--- src/rtl/neuro_serial_frame_if.sv ---
// Serial framing bundle: serial pins, weight image, sample and core result handshake.
// slave is the framing block's view; master is the core/line side.
interface neuro_serial_frame_if #(
    parameter int unsigned W_BITS   = 250,
    parameter int unsigned IN_BITS  = 14,
    parameter int unsigned OUT_BITS = 13
);
    logic                d_in_serial;
    logic                weight_reload;
    logic [OUT_BITS-1:0] result_in;
    logic                result_valid;
    logic                out_serial;
    logic [W_BITS-1:0]   weights;
    logic                weights_valid;
    logic [IN_BITS-1:0]  sample;
    logic                sample_valid;
    logic                late_err;
    logic                parity_err;

    modport slave (
        input  d_in_serial, weight_reload, result_in, result_valid,
        output out_serial, weights, weights_valid, sample, sample_valid, late_err, parity_err
    );

    modport master (
        output d_in_serial, weight_reload, result_in, result_valid,
        input  out_serial, weights, weights_valid, sample, sample_valid, late_err, parity_err
    );
endinterface

--- src/rtl/neuro_serial_frame.sv ---
// Serial front-end for the neuro-fuzzy core: weight load, sample RX, result TX.
// Build option NEURO_SERIAL_PARITY_EN adds an even-parity bit after each sample.
module neuro_serial_frame #(
    parameter int unsigned W_BITS     = 250,
    parameter int unsigned IN_BITS    = 14,
    parameter int unsigned OUT_BITS   = 13,
    parameter int unsigned GAP_CYCLES = 1
) (
    input logic                  clk,
    input logic                  rst,
    neuro_serial_frame_if.slave  bus
);
`ifdef NEURO_SERIAL_PARITY_EN
    localparam int unsigned RX_BITS = IN_BITS + 1;
`else
    localparam int unsigned RX_BITS = IN_BITS;
`endif
    localparam int unsigned MAX_A = (W_BITS > IN_BITS + 1) ? W_BITS : IN_BITS + 1;
    localparam int unsigned MAX_B = (OUT_BITS > GAP_CYCLES) ? OUT_BITS : GAP_CYCLES;
    localparam int unsigned MAX_N = (MAX_A > MAX_B) ? MAX_A : MAX_B;
    localparam int unsigned CNT_W = $clog2(MAX_N + 1);

    typedef enum logic [1:0] {LOAD_W, RX_IN, GAP, TX_OUT} state_t;

    state_t              state_q, state_d;
    logic [CNT_W-1:0]    cnt_q, cnt_d;
    logic [W_BITS-1:0]   weights_q, weights_d;
    logic                wvalid_q, wvalid_d;
    logic [IN_BITS-1:0]  shadow_q, shadow_d;
    logic [IN_BITS-1:0]  sample_q, sample_d;
    logic                svalid_q, svalid_d;
    logic [OUT_BITS-1:0] tx_q, tx_d;
    logic                out_q, out_d;
    logic                have_res_q, have_res_d;
    logic                bad_q, bad_d;
    logic                pend_q, pend_d;
    logic                late_q, late_d;
    logic                perr_q, perr_d;
    logic [OUT_BITS-1:0] tx_sel;
    logic                frame_end;

    // Next-state and datapath; the GAP->TX edge loads the first result bit directly.
    always_comb begin
        state_d    = state_q;
        cnt_d      = cnt_q;
        weights_d  = weights_q;
        wvalid_d   = wvalid_q;
        shadow_d   = shadow_q;
        sample_d   = sample_q;
        svalid_d   = 1'b0;
        tx_d       = tx_q;
        out_d      = 1'b0;
        have_res_d = have_res_q;
        bad_d      = bad_q;
        late_d     = late_q;
        perr_d     = perr_q;
        tx_sel     = '0;
        frame_end  = 1'b0;
        pend_d     = pend_q | (bus.weight_reload && (state_q != LOAD_W));

        case (state_q)
            LOAD_W: begin
                weights_d = W_BITS'({weights_q, bus.d_in_serial});
                cnt_d     = cnt_q + CNT_W'(1);
                if (cnt_q == CNT_W'(W_BITS - 1)) begin
                    state_d  = RX_IN;
                    cnt_d    = '0;
                    wvalid_d = 1'b1;
                end
            end
            RX_IN: begin
                cnt_d = cnt_q + CNT_W'(1);
                if (cnt_q == CNT_W'(RX_BITS - 1)) begin
                    state_d    = GAP;
                    cnt_d      = '0;
                    have_res_d = 1'b0;
                    bad_d      = 1'b0;
`ifdef NEURO_SERIAL_PARITY_EN
                    if (^{shadow_q, bus.d_in_serial}) begin
                        bad_d  = 1'b1;
                        perr_d = 1'b1;
                    end else begin
                        sample_d = shadow_q;
                        svalid_d = 1'b1;
                    end
`else
                    sample_d = IN_BITS'({shadow_q, bus.d_in_serial});
                    svalid_d = 1'b1;
`endif
                end else begin
                    shadow_d = IN_BITS'({shadow_q, bus.d_in_serial});
                end
            end
            GAP: begin
                cnt_d = cnt_q + CNT_W'(1);
                if (bus.result_valid) begin
                    tx_d       = bus.result_in;
                    have_res_d = 1'b1;
                end
                if (cnt_q == CNT_W'(GAP_CYCLES)) begin
                    if (bad_q)                  tx_sel = '0;
                    else if (bus.result_valid)  tx_sel = bus.result_in;
                    else if (have_res_q)        tx_sel = tx_q;
                    else                        tx_sel = '0;
                    if (!bad_q && !bus.result_valid && !have_res_q) late_d = 1'b1;
                    out_d   = tx_sel[OUT_BITS-1];
                    tx_d    = tx_sel << 1;
                    state_d = TX_OUT;
                    cnt_d   = CNT_W'(1);
                    if (OUT_BITS == 1) frame_end = 1'b1;
                end
            end
            TX_OUT: begin
                out_d = tx_q[OUT_BITS-1];
                tx_d  = tx_q << 1;
                cnt_d = cnt_q + CNT_W'(1);
                if (cnt_q == CNT_W'(OUT_BITS - 1)) frame_end = 1'b1;
            end
            default: state_d = LOAD_W;
        endcase

        // A pending reload is only honoured once the last result bit has been launched.
        if (frame_end) begin
            cnt_d = '0;
            if (pend_d) begin
                state_d  = LOAD_W;
                wvalid_d = 1'b0;
                pend_d   = 1'b0;
            end else begin
                state_d = RX_IN;
            end
        end
    end

    always_ff @(posedge clk or negedge rst) begin
        if (!rst) begin
            state_q    <= LOAD_W;
            cnt_q      <= '0;
            weights_q  <= '0;
            wvalid_q   <= 1'b0;
            shadow_q   <= '0;
            sample_q   <= '0;
            svalid_q   <= 1'b0;
            tx_q       <= '0;
            out_q      <= 1'b0;
            have_res_q <= 1'b0;
            bad_q      <= 1'b0;
            pend_q     <= 1'b0;
            late_q     <= 1'b0;
            perr_q     <= 1'b0;
        end else begin
            state_q    <= state_d;
            cnt_q      <= cnt_d;
            weights_q  <= weights_d;
            wvalid_q   <= wvalid_d;
            shadow_q   <= shadow_d;
            sample_q   <= sample_d;
            svalid_q   <= svalid_d;
            tx_q       <= tx_d;
            out_q      <= out_d;
            have_res_q <= have_res_d;
            bad_q      <= bad_d;
            pend_q     <= pend_d;
            late_q     <= late_d;
            perr_q     <= perr_d;
        end
    end

    assign bus.out_serial    = out_q;
    assign bus.weights       = weights_q;
    assign bus.weights_valid = wvalid_q;
    assign bus.sample        = sample_q;
    assign bus.sample_valid  = svalid_q;
    assign bus.late_err      = late_q;
    assign bus.parity_err    = perr_q;
endmodule
--- src/flat_wrapper.sv ---
// flat-port wrapper written by rule: the top's interface ports become plain ports
module neuro_serial_frame_flat 
#(
    parameter int unsigned W_BITS     = 250,
    parameter int unsigned IN_BITS    = 14,
    parameter int unsigned OUT_BITS   = 13,
    parameter int unsigned GAP_CYCLES = 1
)
  (clk, rst, bus_d_in_serial, bus_weight_reload, bus_result_in, bus_result_valid, bus_out_serial, bus_weights, bus_weights_valid, bus_sample, bus_sample_valid, bus_late_err, bus_parity_err);
  neuro_serial_frame_if #(.W_BITS(W_BITS), .IN_BITS(IN_BITS), .OUT_BITS(OUT_BITS)) bus_i ();
  input logic clk;
  input logic rst;
  input wire logic [$bits(bus_i.d_in_serial)-1:0] bus_d_in_serial;
  input wire logic [$bits(bus_i.weight_reload)-1:0] bus_weight_reload;
  input wire logic [$bits(bus_i.result_in)-1:0] bus_result_in;
  input wire logic [$bits(bus_i.result_valid)-1:0] bus_result_valid;
  output wire logic [$bits(bus_i.out_serial)-1:0] bus_out_serial;
  output wire logic [$bits(bus_i.weights)-1:0] bus_weights;
  output wire logic [$bits(bus_i.weights_valid)-1:0] bus_weights_valid;
  output wire logic [$bits(bus_i.sample)-1:0] bus_sample;
  output wire logic [$bits(bus_i.sample_valid)-1:0] bus_sample_valid;
  output wire logic [$bits(bus_i.late_err)-1:0] bus_late_err;
  output wire logic [$bits(bus_i.parity_err)-1:0] bus_parity_err;
  assign bus_i.d_in_serial = bus_d_in_serial;
  assign bus_i.weight_reload = bus_weight_reload;
  assign bus_i.result_in = bus_result_in;
  assign bus_i.result_valid = bus_result_valid;
  assign bus_out_serial = bus_i.out_serial;
  assign bus_weights = bus_i.weights;
  assign bus_weights_valid = bus_i.weights_valid;
  assign bus_sample = bus_i.sample;
  assign bus_sample_valid = bus_i.sample_valid;
  assign bus_late_err = bus_i.late_err;
  assign bus_parity_err = bus_i.parity_err;
  neuro_serial_frame #(.W_BITS(W_BITS), .IN_BITS(IN_BITS), .OUT_BITS(OUT_BITS), .GAP_CYCLES(GAP_CYCLES)) u_core (.clk(clk), .rst(rst), .bus(bus_i));
endmodule
--- config.mk ---
export PLATFORM = sky130hd
export DESIGN_NAME = neuro_serial_frame_flat
export DESIGN_NICKNAME = d
export VERILOG_FILES = /design/src/rtl/neuro_serial_frame_if.sv /design/src/rtl/neuro_serial_frame.sv /design/src/flat_wrapper.sv
export SDC_FILE = /design/constraint.sdc
export NUM_CORES = 1
export LEC_CHECK = 0
export CAP_MARGIN = 10
export CORE_UTILIZATION = 25
export DETAILED_ROUTE_END_ITERATION = 16
export HOLD_SLACK_MARGIN = 0.03
export PLACE_DENSITY = 0.47
export SYNTH_ARGS = -nofsm -noshare
export SYNTH_HDL_FRONTEND = slang
export SYNTH_SLANG_ARGS = --single-unit
--- constraint.sdc ---
create_clock -name clk -period 2.42 [get_ports clk]
set_clock_uncertainty 0.2 [all_clocks]
set_input_delay 0.726 -clock clk [delete_from_list [all_inputs] [get_ports clk]]
set_output_delay 0.726 -clock clk [all_outputs]
set_load 0.01 [all_outputs]
* After elaboration in Yosys (flattened, before gate mapping)
Cells that the tools add are included.
Word-level totals: register bits 306, bits of input ports 18, output and inout bits 269
Operators by class: add/subtract/negate cells 1, equality and inequality tests 13, mux-type cells 30, bitwise gates (word level) 2, reduce and logical (&&, ||, !) cells 15
Operator list (number):
- 13-bit 2-to-1 mux | 4
- 8-bit 2-to-1 mux | 4
- 8-bit one-hot mux with 4 select lines | 1
- 13-bit one-hot mux with 2 select lines | 1
- 8-bit by 4-bit equality test with 1-bit output (second input constant) | 2
- 1-bit 2-to-1 mux | 13
- 3-bit by 1-bit inequality test with 1-bit output (second input constant) | 3
- 8-bit by 1-bit adder with 8-bit output (second input constant) | 1
- 8-bit by 1-bit equality test with 1-bit output (second input constant) | 1
- 8-bit equality test (second input constant) | 1
- 2-bit 2-to-1 mux | 4
- 2-bit one-hot mux with 3 select lines | 1
- 2-bit AND reduction | 3
- 3-bit AND reduction | 2
- 2-bit nonzero test | 3
- 2-bit equality test (second input constant) | 2
- 1-bit one-hot mux with 2 select lines | 2
- 4-bit AND reduction | 1
- 4-bit nonzero test | 1
- 3-bit by 2-bit inequality test with 1-bit output (second input constant) | 1
- 2-bit by 1-bit equality test with 1-bit output (second input constant) | 1
- 1-bit logical AND | 2
- 1-bit logical NOT | 2
- 2-bit logical NOT | 1
- 4 further kinds | 4

* Longest topological paths before layout
depth in word-level cells 5, mapped depth 7, depth with buffers taken out 6

* Worst setup path before layout
OpenSTA, ideal clock, no wires.
kind register -> register, start reg u_core.cnt_q[6], end reg u_core.tx_q[10], arrival 2.168 ns, setup slack -0.074 ns, cell stages (with the launch flop) 7, path buffers 2, cell sequence dfrtp_1 -> or4_1 -> buf_2 -> or3_4 -> a31oi_4 -> buf_12 -> mux2_4
Between the ends: longest elaborated chain between the ends 3, elaborated cells between the ends (all ways) 5, those cells by class eq/ne: 2; mux: 2; reduce/logical: 1
Ends and longest elaborated chain:
- start: declaration | line neuro_serial_frame.sv:26 | logic [CNT_W-1:0] cnt_q, cnt_d;
- start signal: assignment | line neuro_serial_frame.sv:153 | cnt_q <= cnt_d;
- 8-bit by 1-bit equality test with 1-bit output * | line neuro_serial_frame.sv:100 | if (cnt_q == CNT_W'(GAP_CYCLES)) begin
- 13-bit 2-to-1 mux / 3-bit by 2-bit inequality test with 1-bit output (equally long branches)
- 13-bit one-hot mux with 2 select lines / 2-bit AND reduction (equally long branches)
- end signal: assignment | line neuro_serial_frame.sv:159 | tx_q <= tx_d;
- end: declaration | line neuro_serial_frame.sv:32 | logic [OUT_BITS-1:0] tx_q, tx_d;
Mark *: on every way between the ends. The rest lies on a longest branch, timed or not. A chain may end at the register's enable or synchronous reset.

* Worst setup path after layout
start reg u_core.weights_q[149], in the netlist u_core.bus.weights[149], end out bus_weights[149]
RTL lines:
- start: declaration | line neuro_serial_frame.sv:27 | logic [W_BITS-1:0] weights_q, weights_d;
- start signal: assignment | line neuro_serial_frame.sv:154 | weights_q <= weights_d;
- end: declaration | line flat_wrapper.sv:18 | output wire logic [$bits(bus_i.weights)-1:0] bus_weights;
No word-level cell between the ends.

==> run_results.csv <==
group,metric,value,unit
synthesis,synth_fp_nets,817,
sta,hold_violations,0,
synthesis,synth_cell_types,47,
global_routing,antenna_found_initial,0,
power_and_ir_drop,cellPowerDensity,643,nW/um2
synthesis,syn_inst,791,
worst_hold_path,holdCritStartpoint,"u_core.bus.late_err$_DFFE_PN0P_",
synthesis,synthTopCellsByCount,"dfrtp_1 (306), mux2_2 (280), clkbuf_1 (41), nand2_1 (15)",
sta,fmax,0.422,GHz
global_routing,overflow,0,
critical_path,r2r_start,"u_core.cnt_q[6]$_DFF_PN0_",
global_routing,grt_max_degree,83,
route,drtPass1Iterations,4,
clocking,cts.sink_count,306,
layout,final_core_utilization,35.9,%
route,drt-wirelength-per-cell,17.2,um
placed_design,io_buffers,285,
route,drt_iter0_drc,208,
critical_path,crit_fanout,3,
synthesis,synth_top_family_by_area,"multiplexers",
critical_path,reg2regPathDepth,5,
synthesis,synth-simple-area-share,2.89,%
power_and_ir_drop,peakVddDrop,0.371,mV
worst_hold_path,min_to,"u_core.bus.late_err$_DFFE_PN0P_",
global_routing,grtUsageTotal,12.4,%
synthesis,synthMuxAreaShare,27.3,%
synthesis,yosysTopAreaCellShare,63.1,%
power_and_ir_drop,leakagePower,9.45,nW
synthesis,synthesis.area,12100,um2
critical_path,worstPathRequired,1.49,ns
floorplanning,dieArea,49400,um2
floorplanning,initial_core_util,25.4,%
route,post_drt_via_cell_ratio,4.33,
layout,fill_cells,4749,
clocking,cts_buffer_depth,3,
worst_hold_path,holdPathStages,1,
power_and_ir_drop,p_total,11.0,mW
synthesis,ys_seq_area_share,63.1,%
synthesis,synth_area_leaders,"dfrtp_1 (63%), mux2_2 (26%), clkbuf_1 (1.3%), mux2_4 (1.2%), ha_1 (0.82%)",
critical_path,crit_buf_inv,1,
global_routing,grt_pass1_wl,48500,um
critical_path,rr_endpoint,"u_core.tx_q[12]$_DFFE_PN0P_",
job,maxCapViolCount,0,
power_and_ir_drop,p_int,8.63,mW
power_and_ir_drop,combPwrFrac,3.2,%
synthesis,synth-xor-area-share,0.433,%
worst_hold_path,min_path_type,"flip-flop to flip-flop",
critical_path,arrival,1.45,ns
clocking,cts_root_buf,"clkbuf_16",
clocking,cts_tree,"built",
synthesis,yosysTopAreaCell,"dfrtp_1",
synthesis,synth_warnings,0,
floorplanning,die_y,222,um
floorplanning,ios,287,
clocking,htreeDepth,2,
critical_path,slowest_stage,"clkdlybuf4s50_1",
synthesis,avgSynthCellArea,15.3,um2
clocking,cts_buffers,37,
sta,setup_viol,0,
route,num_vias,7628,
critical_path,r2r_slack,0.07,ns
global_routing,grt_pass1_vias,8150,
synthesis,synth_compound_area_share,3.46,%
critical_path,critPathTopFamily,"buffers and inverters",
clocking,worstSkewPairLatency,0.54,ns
sta,period_minus_slack,2.37,ns
sta,fin_crit_sh,98.0,%
power_and_ir_drop,p_sw_share,21.8,%
sta,tightest_slew,0.529,ns
power_and_ir_drop,clock_power_share,49.7,%
clocking,cts.clk_slew.worst_paths,0.06,ns
critical_path,endpoint_kind,"output port",
sta,rsz0062_at_grt,"yes",
route,drc,0,
floorplanning,rows,80,
route,ant_nets,0,
critical_path,setup.worst_path.class,"flip-flop to output port",
synthesis,synth_ff_type,"dfrtp_1",
synthesis,synthAdderAreaFrac,0.825,%
synthesis,synth_edf_count,0,
layout,diodes,0,
critical_path,crit_path_cell_trace,"clkdlybuf4s50_1",
sta,drv_slew,0,
floorplanning,core_area,47800,um2
layout,drive_gt1_share,35.5,%
synthesis,synth_most_common_cell,"dfrtp_1",
sta,slew_headroom,64.8,%
floorplanning,die_w,222,um
critical_path,cp_slowest_stage_delay,0.54,ns
run_status,outcome,"finished clean",
layout,finalNetCount,1148,
route,routed_wl,30400,um
critical_path,start_kind,"flip-flop",
power_and_ir_drop,net-switching-power,2.40,mW
synthesis,ys_seq_elements,306,
synthesis,async_flop_share,100,%
layout,syn2layout_area_growth,41.3,%
power_and_ir_drop,seq_power_share,47.1,%
placed_design,dp.final_hpwl,20500,um
placed_design,gp_congestion,0.750,
==> worst max path at each step <==
stage / from / endpoint / slack [ns] / depth (start not counted)
2_1_floorplan: u_core.cnt_q[6]$_DFF_PN0_ / u_core.tx_q[10]$_DFFE_PN0P_ / -0.05 / 6
3_3_place_gp: bus_result_valid / u_core.tx_q[6]$_DFFE_PN0P_ / -0.11 / 5
3_5_place_dp: bus_result_valid / u_core.tx_q[8]$_DFFE_PN0P_ / -0.12 / 5
4_1_cts: u_core.cnt_q[6]$_DFF_PN0_ / u_core.tx_q[8]$_DFFE_PN0P_ / -0.02 / 5
5_1_grt: u_core.cnt_q[6]$_DFF_PN0_ / u_core.tx_q[8]$_DFFE_PN0P_ / -0.02 / 5
6_report: u_core.bus.weights[149]$_DFFE_PN0P_ / bus_weights[149] / 0.05 / 1
==> what timing repair did <==
action | 4_1_cts | 5_1_grt
pin swaps | 0 | 1
endpoints found under the setup margin | 219 | 48
hold endpoints to repair | 33 | 0
setup buffers | 0 | 2
gates resized for setup | 204 | 38
hold buffers | 1 | 0
==> cell families after synthesis <==
family	count (synthesis)
xor gates and xnor gates	6
AOI/OAI and AO/OA	55
other	1
muxes	291
adders and majority gates	8
and+or+nand+nor	66
DFF	306
buffers and inverters	58
==> layer usage <==
metal	GRT usage [%]	vias up	wire length, um
li1	-	3513	-
met4	4.54	0	764
met1	14.9	3869	12500
met2	19.6	194	14100
met3	5.55	52	2980
met5	0	-	0
==> registers in the layout (all words and copies together), names as in the netlist <==
signal / flops
u_core.tx_q: 13
u_core.bus.sample_valid: 1
u_core.shadow_q: 13
u_core.cnt_q: 8
u_core.bus.late_err: 1
u_core.have_res_q: 1
u_core.state_q: 2
u_core.bus.weights_valid: 1
u_core.pend_q: 1
u_core.bus.weights: 250
u_core.bus.sample: 14
u_core.bus.out_serial: 1
==> placed cells by master, fill, tap and decap left out, drive strengths merged, types with 2 or more instances in the layout <==
| cell type | n |
|---|---|
| mux2 | 290 |
| clkdlybuf4s50 | 43 |
| o211ai | 12 |
| a21oi | 4 |
| xnor2 | 3 |
| inv | 12 |
| clkinvlp | 3 |
| nor3b | 2 |
| o31ai | 11 |
| clkbuf | 56 |
| dlygate4sd2 | 203 |
| nand2 | 15 |
| xor2 | 3 |
| dfrtp | 306 |
| nor3 | 10 |
| a22oi | 10 |
| nand3 | 3 |
| ha | 8 |
| dlymetal6s2s | 38 |
| nand4 | 5 |
| nor2 | 9 |
| or2 | 3 |
| nor2b | 12 |
| a211oi | 2 |
| buf | 54 |
| o21ai | 5 |
| clkinv | 4 |
==> power groups by stage <==
stage                     sequential, mW  clock [mW]  combinational [mW]
final                               5.19        5.48               0.355
after global routing                5.20        5.92               0.396
after CTS                           5.20        5.73               0.373
after detailed placement            5.29           0               0.389
after global placement              5.29           0               0.388
after floorplan                     5.30           0              0.0703
==> layout make-up <==
cell class | instances | area [um2] | share of cell area [%]
clock buffer | 56 | 1120 | 6.53
clock inverter | 9 | 88.8 | 0.518
inverter | 11 | 41.3 | 0.241
multi-input combinational | 427 | 4260 | 24.8
sequential | 306 | 7660 | 44.6
tap | 615 | 769 | 4.49
timing repair buffer | 339 | 3220 | 18.8
==> per-stage QoR <==
step	hold WS [ns]	cells	setup slack, ns	TNS, ns	instance area [um2]
after global placement	0.254	1695	-0.113	-1.20	16100
after floorplan	0.230	791	-0.0537	-0.537	12100
after CTS	0.296	1761	-0.0238	-0.126	17000
after detailed placement	0.270	1695	-0.119	-1.20	16100
final	0.280	1763	0.0487	0	17200
after global routing	0.315	1763	-0.0197	-0.0684	17200
No activity file was read; power rests on OpenSTA's default activity.
